`src/rtl/score_display_pkg.sv`:
```
// rtl/score_display_pkg.sv - shared segment constants for the score display
// Purpose: segment bit order, 7-segment patterns for digits 0-9, dash and
//          blank, and the digit-enable helper used by the scanner.
// Ports:   none (package).
package score_display_pkg;

  // A 7-bit segment pattern is ordered {g,f,e,d,c,b,a}; 0 lights a segment.
  typedef struct packed {
    logic g;
    logic f;
    logic e;
    logic d;
    logic c;
    logic b;
    logic a;
  } seg_bits_t;

  localparam logic [6:0] SEG_0     = 7'b1000000;
  localparam logic [6:0] SEG_1     = 7'b1111001;
  localparam logic [6:0] SEG_2     = 7'b0100100;
  localparam logic [6:0] SEG_3     = 7'b0110000;
  localparam logic [6:0] SEG_4     = 7'b0011001;
  localparam logic [6:0] SEG_5     = 7'b0010010;
  localparam logic [6:0] SEG_6     = 7'b0000010;
  localparam logic [6:0] SEG_7     = 7'b1111000;
  localparam logic [6:0] SEG_8     = 7'b0000000;
  localparam logic [6:0] SEG_9     = 7'b0010000;
  localparam logic [6:0] SEG_DASH  = 7'b0111111;
  localparam logic [6:0] SEG_BLANK = 7'h7F;

  localparam logic [3:0] AN_OFF = 4'b1111;

  // Active-low enable for the digit selected by idx (idx 0 = ones).
  function automatic logic [3:0] digit_mask(input logic [1:0] idx);
    return ~(4'b0001 << idx);
  endfunction

endpackage

```
`src/rtl/score_display_if.sv`:
```
// rtl/score_display_if.sv - score input and LED drive bundle
// Purpose: groups the score/blink inputs and the multiplexed LED outputs.
// Ports:   points[15:0] packed BCD score, blink level,
//          an[3:0] digit enables, seg[6:0] {g..a}, dp (all active-low).
interface score_display_if;
  logic [15:0] points;
  logic        blink;
  logic [3:0]  an;
  logic [6:0]  seg;
  logic        dp;

  modport master (output points, output blink, input an, input seg, input dp);
  modport slave  (input points, input blink, output an, output seg, output dp);
endinterface

```
`src/rtl/score_display_bcd_to_seg.sv`:
```
// rtl/score_display_bcd_to_seg.sv - BCD nibble to active-low 7-segment decode
// Purpose: combinational decode; nibbles above 9 show a dash.
// Ports:   bcd[3:0] in, seg[6:0] out {g,f,e,d,c,b,a}, active-low.
module bcd_to_seg
  import score_display_pkg::*;
(
  input  logic [3:0] bcd,
  output logic [6:0] seg
);

  always_comb begin
    seg = SEG_DASH;
    case (bcd)
      4'd0: seg = SEG_0;
      4'd1: seg = SEG_1;
      4'd2: seg = SEG_2;
      4'd3: seg = SEG_3;
      4'd4: seg = SEG_4;
      4'd5: seg = SEG_5;
      4'd6: seg = SEG_6;
      4'd7: seg = SEG_7;
      4'd8: seg = SEG_8;
      4'd9: seg = SEG_9;
      default: seg = SEG_DASH;
    endcase
  end

endmodule

```
`src/rtl/score_display.sv`:
```
// rtl/score_display.sv - 4-digit multiplexed score display with blink
// Purpose: scans a frame-coherent snapshot of a BCD score onto a 4-digit
//          common-anode display, blanks leading zeros, flashes on blink.
// Ports:   clk, rst (sync, active-high);
//          bus.points/bus.blink in, bus.an/bus.seg/bus.dp out (registered).
module score_display
  import score_display_pkg::*;
#(
  parameter int REFRESH_DIV  = 50000,
  parameter int BLINK_FRAMES = 64
) (
  input  logic                clk,
  input  logic                rst,
  score_display_if.slave      bus
);

  localparam int DIV_W = (REFRESH_DIV > 2) ? $clog2(REFRESH_DIV) : 1;
  localparam int FR_W  = (BLINK_FRAMES > 1) ? $clog2(BLINK_FRAMES) : 1;

  logic [DIV_W-1:0] div_cnt;
  logic [1:0]       idx;
  logic [15:0]      snapshot;
  logic [FR_W-1:0]  frame_cnt;
  logic             blink_phase;

  logic       tick;
  logic       frame_end;
  logic [3:0] nibble;
  logic       blank_digit;
  logic       dark;
  logic [6:0] dec_seg;

  assign tick      = (div_cnt == DIV_W'(REFRESH_DIV - 1));
  assign frame_end = tick && (idx == 2'd3);
  assign dark      = bus.blink && blink_phase;

  always_ff @(posedge clk) begin
    if (rst) begin
      div_cnt     <= '0;
      idx         <= 2'd0;
      snapshot    <= 16'h0000;
      frame_cnt   <= '0;
      blink_phase <= 1'b0;
    end else begin
      div_cnt <= tick ? '0 : div_cnt + 1'b1;
      if (tick) idx <= idx + 2'd1;
      // Only sample the score between frames so every frame is coherent.
      if (frame_end) snapshot <= bus.points;
      if (!bus.blink) begin
        frame_cnt   <= '0;
        blink_phase <= 1'b0;
      end else if (frame_end) begin
        if (frame_cnt == FR_W'(BLINK_FRAMES - 1)) begin
          frame_cnt   <= '0;
          blink_phase <= ~blink_phase;
        end else begin
          frame_cnt <= frame_cnt + 1'b1;
        end
      end
    end
  end

  // Digit select and leading-zero blanking for the digit being scanned.
  always_comb begin
    nibble      = snapshot[3:0];
    blank_digit = 1'b0;
    case (idx)
      2'd0: nibble = snapshot[3:0];
      2'd1: begin
        nibble      = snapshot[7:4];
        blank_digit = (snapshot[15:4] == 12'h000);
      end
      2'd2: begin
        nibble      = snapshot[11:8];
        blank_digit = (snapshot[15:8] == 8'h00);
      end
      default: begin
        nibble      = snapshot[15:12];
        blank_digit = (snapshot[15:12] == 4'h0);
      end
    endcase
  end

  bcd_to_seg u_dec (
    .bcd (nibble),
    .seg (dec_seg)
  );

  always_ff @(posedge clk) begin
    if (rst) begin
      bus.an  <= AN_OFF;
      bus.seg <= SEG_BLANK;
      bus.dp  <= 1'b1;
    end else begin
      bus.dp <= 1'b1;
      if (dark || blank_digit) begin
        bus.an  <= AN_OFF;
        bus.seg <= SEG_BLANK;
      end else begin
        bus.an  <= digit_mask(idx);
        bus.seg <= dec_seg;
      end
    end
  end

endmodule

```
`src/flat_wrapper.sv`:
```
// flat-port wrapper written by rule: the top's interface ports become plain ports
module score_display_flat import score_display_pkg::*;
#(
  parameter int REFRESH_DIV  = 50000,
  parameter int BLINK_FRAMES = 64
)
  (clk, rst, bus_points, bus_blink, bus_an, bus_seg, bus_dp);
  score_display_if bus_i ();
  input  logic clk;
  input  logic rst;
  input wire logic [$bits(bus_i.points)-1:0] bus_points;
  input wire logic [$bits(bus_i.blink)-1:0] bus_blink;
  output wire logic [$bits(bus_i.an)-1:0] bus_an;
  output wire logic [$bits(bus_i.seg)-1:0] bus_seg;
  output wire logic [$bits(bus_i.dp)-1:0] bus_dp;
  assign bus_i.points = bus_points;
  assign bus_i.blink = bus_blink;
  assign bus_an = bus_i.an;
  assign bus_seg = bus_i.seg;
  assign bus_dp = bus_i.dp;
  score_display #(.REFRESH_DIV(REFRESH_DIV), .BLINK_FRAMES(BLINK_FRAMES)) u_core (.clk(clk), .rst(rst), .bus(bus_i));
endmodule
```
`config.mk`:
```
export PLATFORM = sky130hd
export DESIGN_NAME = score_display_flat
export DESIGN_NICKNAME = d
export VERILOG_FILES = /design/src/rtl/score_display_pkg.sv /design/src/rtl/score_display_if.sv /design/src/rtl/score_display_bcd_to_seg.sv /design/src/rtl/score_display.sv /design/src/flat_wrapper.sv
export SDC_FILE = /design/constraint.sdc
export NUM_CORES = 1
export LEC_CHECK = 0
export CELL_PAD_IN_SITES_DETAIL_PLACEMENT = 0
export CELL_PAD_IN_SITES_GLOBAL_PLACEMENT = 1
export CORE_MARGIN = 1.5
export CORE_UTILIZATION = 41
export DETAILED_ROUTE_END_ITERATION = 16
export PLACE_DENSITY = 0.78
export SETUP_SLACK_MARGIN = 0.05
export SYNTH_ARGS = -nofsm -noshare
export SYNTH_HDL_FRONTEND = slang
export SYNTH_SLANG_ARGS = --single-unit
```
`constraint.sdc`:
```
create_clock -name clk -period 2.3 [get_ports clk]
set_input_delay 0.46 -clock clk [delete_from_list [all_inputs] [get_ports clk]]
set_output_delay 0.46 -clock clk [all_outputs]
set_load 0.01 [all_outputs]
```
==> metrics.md, run 1 <==
| Metric | Value |
|---|---|
| Seq/Total Area, Yosys | `0.437` |
| Post-route minimum period | `2030 ps` |
| Post-route clock period utilization | `0.882` |
| Asr flop ratio synth | `0` |
| Status | `completed` |
| Initial DRC Count | `110` |
| CP arrival | `2270 ps` |
| Yosys cell types | `37` |
| Die Ht | `79.2 µm` |
| Global Route Usage Sum | `0.170` |
| Diodes inserted | `0` |
| Max clock buf depth | `2` |
| Max transition margin | `0.656` |
| Die area | `6280 µm²` |
| Fin. Hold Viols | `0` |
| WL/cell | `13.3 µm` |
| Lkg Pwr | `0.972 nW` |
| Fillers | `525` |
| I/O pin count | `31` |
| Number of synthesized flops with an enable pin | `0` |
| Largest net degree at the start of global routing | `22` |
| Cells after Synth | `275` |
| Via density | `5.32` |
| Fin cells | `379` |
| Hold path endpoint | `u_core.snapshot[1]` |
| Htree depth | `2` |
| Final setup TNS | `0 ps` |
| Post-synth top flop | `dfxtp_1` |
| Row count | `27` |
| Congestion Overflow GR | `0` |
| Number of global-route vias before repair | `1,855` |
| Dpl cells | `370` |
| Pwr per Cell Area | `524 nW/µm²` |
| Post-synthesis net count | `304` |
| R2R Setup Slk | `270 ps` |
| Final Wtd Congestion | `0.836` |
| Layout area overhead | `20.6%` |
| Yosys reg bits | `52` |
| TritonCTS clock tree | `yes` |
| F_max | `493 MHz` |
| Initial antenna violation count | `0` |
| R2R Path End | `u_core.bus.seg[4]` |
| Clock root cell | `clkbuf_8` |
| Capturing element type of the critical path | `flop` |
| Clk Latency, worst-skew pair | `300 ps` |
| Final nets | `335` |
| Max-slew violations | `0` |
| Worst EP required | `2540 ps` |
| Hold_sp | `u_core.snapshot[1]` |
| Post-Place Worst Slack | `181 ps` |
| # port buffers | `29` |
| Critical R2R Launch | `u_core.idx[0]` |
| Final clock skew | `6.97 ps` |
| Via Count | `2,017` |
| Final worst slack | `271 ps` |
| Ratio of cells with drive above 1 in the final layout | `0.0814` |
| # clock sinks | `52` |
| Crit path kind | `reg2reg` |
| Residual DRC | `0` |
| Hold WC Path Type | `reg2reg` |
| Min-Delay Path Depth | `2` |
| Pre-Repair DR Iteration Count | `4` |
| Final setup fails | `0` |
| Peak VDD IR | `0.266 mV` |
| Routed Antenna Nets | `0` |
| Num CTS Buffers | `5` |
| Starting Density | `0.428` |
| Mean Syn Cell Area | `8.67 µm²` |
| R2r worst-path depth | `8` |
| DIE WIDTH | `79.2 µm` |
| Area of the mapped netlist | `2380 µm²` |
| Max-capacitance violation count | `0` |
| Final WL | `5030 µm` |
| Clock transition at path regs | `90 ps` |
| Startpoint types | `flop` |
| Final Total Pwr | `1.51 mW` |
| First-pass GRT wire length | `8400 µm` |
| CP max FO | `8` |
| RSZ-0062 raised after global routing | `true` |
| Synth Warn # | `0` |
| WHS | `485 ps` |
| Worst-Margin Slew | `501 ps` |
| Final HPWL DP | `3660 µm` |
| Core Area | `5570 µm²` |
-- critical path: stages (launching register included) --
cell      delay [ps]
dfxtp_2          380
inv_1             80
ha_1             270
a222oi_1         370
mux2_4           240
inv_1            110
ha_1             240
and3_1           140
o21ai_0          140
-- cell type report --
type / instances / area (µm²) / area share
multi-input cells: 193 / 1230 / 0.427
flip-flops and latches: 52 / 1040 / 0.362
clock inverters: 2 / 16.3 / 0.00566
well taps: 72 / 90.1 / 0.0313
repair buffers: 40 / 373 / 0.130
inverters: 14 / 52.6 / 0.0183
clock buffers: 6 / 72.6 / 0.0252
-- metrics by stage --
step                 util  cell area [µm²]
finish              0.516             2880
global placement    0.497             2770
global route        0.516             2880
floorplan               -             2380
detailed placement  0.497             2770
CTS                 0.513             2860
-- power by group --
| group | total [mW] | switching (mW) | internal (mW) | leakage, nW |
|---|---|---|---|---|
| combinational | 0.0805 | 0.0310 | 0.0495 | 0.508 |
| sequential | 0.917 | 0.00636 | 0.911 | 0.423 |
| clock | 0.508 | 0.292 | 0.217 | 0.0414 |
| total | 1.51 | 0.329 | 1.18 | 0.972 |
-- repair_timing --
item	CTS	global route
setup endpoints to repair	0	5
hold buffers	0	0
gates resized for setup	0	3
buffers inserted	0	1
-- cells by family (layout without fill, tap and decap cells) --
kind of cell	after synthesis	in the layout	synth area share
XOR/XNOR	15	15	0.0551
buffers and inverters	30	62	0.0509
other	1	1	0.00157
adder cells (fa/ha/maj)	10	10	0.0525
flip-flops	52	52	0.437
AO/OA/AOI/OAI	66	66	0.162
multiplexers	6	6	0.0268
AND/OR/NAND/NOR	95	95	0.214
-- synthesized netlist by cell type, types with 2 or more instances --
cell type | count | area [µm²]
and2_1 | 2 | 12.5
a222oi_1 | 4 | 40.0
xnor2_1 | 11 | 96.3
xor2_1 | 4 | 35.0
a21oi_1 | 25 | 125
or4_1 | 3 | 22.5
o211ai_1 | 2 | 15.0
ha_1 | 10 | 125
mux2i_1 | 3 | 30.0
a211oi_1 | 2 | 15.0
nand3_1 | 26 | 130
and4_1 | 2 | 17.5
and3_1 | 4 | 25.0
inv_1 | 14 | 52.6
o21ai_0 | 24 | 120
a21o_1 | 2 | 15.0
nor4_1 | 7 | 43.8
clkbuf_1 | 11 | 41.3
o31ai_1 | 3 | 22.5
nor2_1 | 18 | 67.6
mux2_2 | 3 | 33.8
nor4b_2 | 2 | 30.0
nor3_1 | 6 | 30.0
nand4_1 | 9 | 56.3
buf_2 | 4 | 20.0
nand2_1 | 12 | 45.0
dfxtp_1 | 52 | 1040
-- routing by layer --
metal | GRT usage | vias up | routed length, µm
li1 | - | 1047 | -
met1 | 0.202 | 936 | 2330
met2 | 0.295 | 29 | 2440
met3 | 0.0471 | 5 | 195
met4 | 0.0544 | 0 | 59
met5 | 0 | - | 0
-- how the worst max path moves through the flow --
stage	from	end	slack (ps)	depth (start not counted)
final	u_core.idx[0]	u_core.bus.seg[4]	270	8
after global routing	u_core.idx[0]	u_core.bus.seg[4]	50	8
after CTS	u_core.idx[0]	u_core.bus.seg[5]	160	8
after detailed placement	u_core.idx[0]	u_core.bus.seg[5]	180	8
after global placement	u_core.idx[0]	u_core.bus.seg[3]	270	6
after floorplan	u_core.idx[0]	u_core.bus.seg[3]	350	7
-- state kept, by name (all words and copies together), names as in the netlist --
name,flops
u_core.div_cnt,16
u_core.frame_cnt,6
u_core.idx,2
u_core.blink_phase,1
u_core.bus.seg,7
u_core.snapshot,16
u_core.bus.an,4
-- cells in the final DEF, fill, tap and decap left out, types with 4 or more instances in the layout --
master | Yosys | final
nand2_1 | 12 | 12
nor3_1 | 6 | 6
o21ai_0 | 24 | 24
dfxtp_1 | 52 | 51
inv_1 | 14 | 14
nor2_1 | 18 | 18
xnor2_1 | 11 | 11
nor4_1 | 7 | 7
nand3_1 | 26 | 26
ha_1 | 10 | 10
xor2_1 | 4 | 4
buf_4 | 1 | 11
a21oi_1 | 25 | 25
nand4_1 | 9 | 9
and3_1 | 4 | 4
clkdlybuf4s50_1 | 0 | 29
clkbuf_8 | 0 | 5
a222oi_1 | 4 | 4
No activity file was read; power rests on OpenSTA's default activity.
==> run 2: changes to the inputs <==
ABC_AREA = 1   (was unset)
CORE_UTILIZATION = 40   (was 41)
HOLD_SLACK_MARGIN = 0.03   (was unset)
PLACE_DENSITY = 0.8   (was 0.78)
==> metrics.md, run 2 <==
| Metric | Value |
|---|---|
| Clock root cell | `clkbuf_8` |
| CP arrival | `2270 ps (about the same)` |
| Min-Delay Path Depth | `1 (-1)` |
| F_max | `496 MHz (+0.62%)` |
| Final setup fails | `0 (unchanged)` |
| Final setup TNS | `0 ps (unchanged)` |
| Worst-Margin Slew | `579 ps (+77.9 ps)` |
| Largest net degree at the start of global routing | `23 (+4.5%)` |
| Final HPWL DP | `3740 µm (+2.3%)` |
| Core Area | `6030 µm² (+8.1%)` |
| Top-count cell post-synth | `nand2_1` |
| Post-synthesis net count | `392 (+29%)` |
| Fin. Hold Viols | `0 (unchanged)` |
| Mean Syn Cell Area | `7.01 µm² (-19%)` |
| Leading cell types by count after synthesis | `nand2_1, dfxtp_1, a21oi_1, nor2_1, inv_1` |
| Num CTS Buffers | `5 (unchanged)` |
| Peak VDD IR | `0.265 mV (-0.57%)` |
| Lkg Pwr | `1.18 nW (+21%)` |
| Asr flop ratio synth | `0 (unchanged)` |
| Most common cell after layout, fill and taps aside | `nand2_1` |
| Htree depth | `2 (unchanged)` |
| Clk Latency, worst-skew pair | `310 ps (about the same)` |
| Commonest cells after routing, fill and taps aside | `nand2_1, dfxtp_1, a21oi_1` |
| Routed Antenna Nets | `0 (unchanged)` |
| Largest cells by area after synthesis | `dfxtp_1, nand2_1, a21oi_1` |
| Capturing element type of the critical path | `flop` |
| Row count | `28 (+3.7%)` |
| Pwr per Cell Area | `539 nW/µm² (+2.9%)` |
| Hold path endpoint | `u_core.div_cnt[0]` |
| Max-capacitance violation count | `0 (unchanged)` |
| Max transition margin | `0.611 (-0.0453)` |
| Number of global-route vias before repair | `1,900 (+2.4%)` |
| Biggest regs | `u_core.div_cnt (16), u_core.snapshot (16), u_core.bus.seg (7)` |
| RSZ-0062 raised after global routing | `false` |
| Status | `completed` |
| Worst EP required | `2560 ps (+20 ps)` |
| CP max FO | `6 (-2)` |
| Global Route Usage Sum | `0.163 (-0.00729)` |
| Startpoint types | `flop` |
| Area of the mapped netlist | `2540 µm² (+6.8%)` |
| Clock transition at path regs | `90 ps (about the same)` |
| Diodes inserted | `0 (unchanged)` |
| Post-route minimum period | `2020 ps (-12.6 ps)` |
| # clock sinks | `52 (unchanged)` |
| Seq/Total Area, Yosys | `0.409 (-0.0277)` |
| Initial DRC Count | `89 (-19%)` |
| Max-slew violations | `0 (unchanged)` |
| Synth area leader | `dfxtp_1` |
| Pre-Repair DR Iteration Count | `4 (unchanged)` |
| Final WL | `5060 µm (+0.66%)` |
| Final worst slack | `284 ps (+12.6 ps)` |
| Final nets | `422 (+26%)` |
| Final core occ | `0.498 (-0.0179)` |
| Die Ht | `82.8 µm (+4.4%)` |
| Post-route clock period utilization | `0.876 (-0.00547)` |
| TritonCTS clock tree | `yes` |
| Critical R2R Launch | `u_core.idx[1]` |
| Hold_sp | `u_core.div_cnt[0]` |
| Max clock buf depth | `2 (unchanged)` |
| Crit path kind | `reg2reg` |
| Fillers | `632 (+20%)` |
| Cells after Synth | `363 (+32%)` |
| FF+latch area | `1040 µm² (unchanged)` |
| Yosys reg bits | `52 (unchanged)` |
| Yosys cell types | `30 (-19%)` |
| Via density | `4.69 (-12%)` |
| Final Total Pwr | `1.62 mW (+7.4%)` |
| Post-synth top flop | `dfxtp_1` |
| Starting Density | `0.422 (-0.00527)` |
| Multi-input gate area | `1320 µm² (+7.7%)` |
| WL/cell | `10.8 µm (-19%)` |
| Congestion Overflow GR | `0 (unchanged)` |
| DIE WIDTH | `82.8 µm (+4.4%)` |
| First-pass GRT wire length | `8520 µm (+1.5%)` |
| Die area | `6850 µm² (+9.1%)` |
| Number of synthesized flops with an enable pin | `0 (unchanged)` |
| Layout area overhead | `17.9%` |
| Synth Warn # | `0 (unchanged)` |
| Post-Place Worst Slack | `77.3 ps (-104 ps)` |
| # port buffers | `29 (unchanged)` |
| I/O pin count | `31 (unchanged)` |
| Ratio of cells with drive above 1 in the final layout | `0.0812 (-0.000215)` |
| Final clock skew | `8.07 ps (+1.11 ps)` |
| R2R Path End | `u_core.bus.seg[3]` |
| R2r worst-path depth | `12 (+4)` |
| Initial antenna violation count | `0 (unchanged)` |
| Hold WC Path Type | `reg2reg` |
| Synth top area share | `0.409 (-0.0277)` |
| Residual DRC | `0 (unchanged)` |
| Final Wtd Congestion | `0.801 (-4.2%)` |
| Via Count | `2,200 (+9.1%)` |
| R2R Setup Slk | `280 ps (about the same)` |
-- run 2: cell types whose count changed after synthesis, moves of 9 or more --
cell | previous run | this run
nand2_1 | 12 | 129
o21ai_0 | 24 | 4
inv_1 | 14 | 31
nor2_1 | 18 | 32
a21oi_1 | 25 | 38
xnor2_1 | 11 | 0
clkbuf_1 | 11 | 2
-- run 2: worst max-delay path, cell delays in order, from the launching register on --
cell and delay (ps):
dfxtp_1 400, inv_1 80, ha_1 260, nand2_1 100
nand2_1 50, nor2_1 180, nor2_4 80, inv_1 120
ha_1 240, or2_2 290, nand2_1 60, nand2_1 40
nand2_1 70
-- run 2: how the worst max path moves through the flow --
stage                       start           endpoint  slack (ps)  cells after the start
floorplan           u_core.idx[0]  u_core.bus.seg[3]         360                     12
global placement    u_core.idx[0]  u_core.bus.seg[3]         210                     12
detailed placement  u_core.idx[0]  u_core.bus.seg[3]          80                     12
CTS                 u_core.idx[0]  u_core.bus.seg[3]         190                     12
global route        u_core.idx[1]  u_core.bus.seg[3]          40                     12
finish              u_core.idx[1]  u_core.bus.seg[3]         280                     12
-- run 2: cell type report --
class                      instances  share of cell area
clock buffer                       6              0.0242
clock inverter                     2              0.0117
inverter                          34              0.0425
multi-input combinational        269               0.441
sequential                        52               0.347
tap                               75              0.0313
timing repair buffer              31               0.102
-- run 2: cell families (layout without fill, tap and decap cells) --
| logic type | Yosys count | count (layout) | synth area share |
|---|---|---|---|
| DFF | 52 | 52 | 0.409 |
| adders and majority gates | 10 | 10 | 0.0492 |
| other | 1 | 1 | 0.00147 |
| xor gates and xnor gates | 5 | 5 | 0.0172 |
| and+or+nand+nor | 208 | 208 | 0.354 |
| buffers and inverters | 42 | 73 | 0.0757 |
| AOI/OAI and AO/OA | 45 | 45 | 0.0929 |
-- run 2: per-layer routing --
metal,vias up,global-route usage,part of all wire,routed length [µm]
met1,954,0.225,0.54,2740
met3,2,0.0462,0.036,180
met2,39,0.252,0.42,2110
met4,0,0.0350,0.0063,32
met5,-,0,0,0
li1,1205,-,-,-
-- run 2: through the flow --
step           cells  hold WS (ps)  cell area (µm²)
3_5_place_dp     461           438             2880
6_report         469           453             3000
5_1_grt          469           503             3000
4_1_cts          469           454             2990
3_3_place_gp     461           432             2880
2_1_floorplan    363           418             2540
-- run 2: power by group --
| group | switching, mW | internal, mW |
|---|---|---|
| sequential | 0.00432 | 0.911 |
| combinational | 0.0326 | 0.0461 |
| clock | 0.301 | 0.323 |
-- run 2: what timing repair did --
action	4_1_cts	5_1_grt
buffers inserted	0	0
gates resized for setup	1	4
endpoints found under the setup margin	1	1
hold buffers	0	0
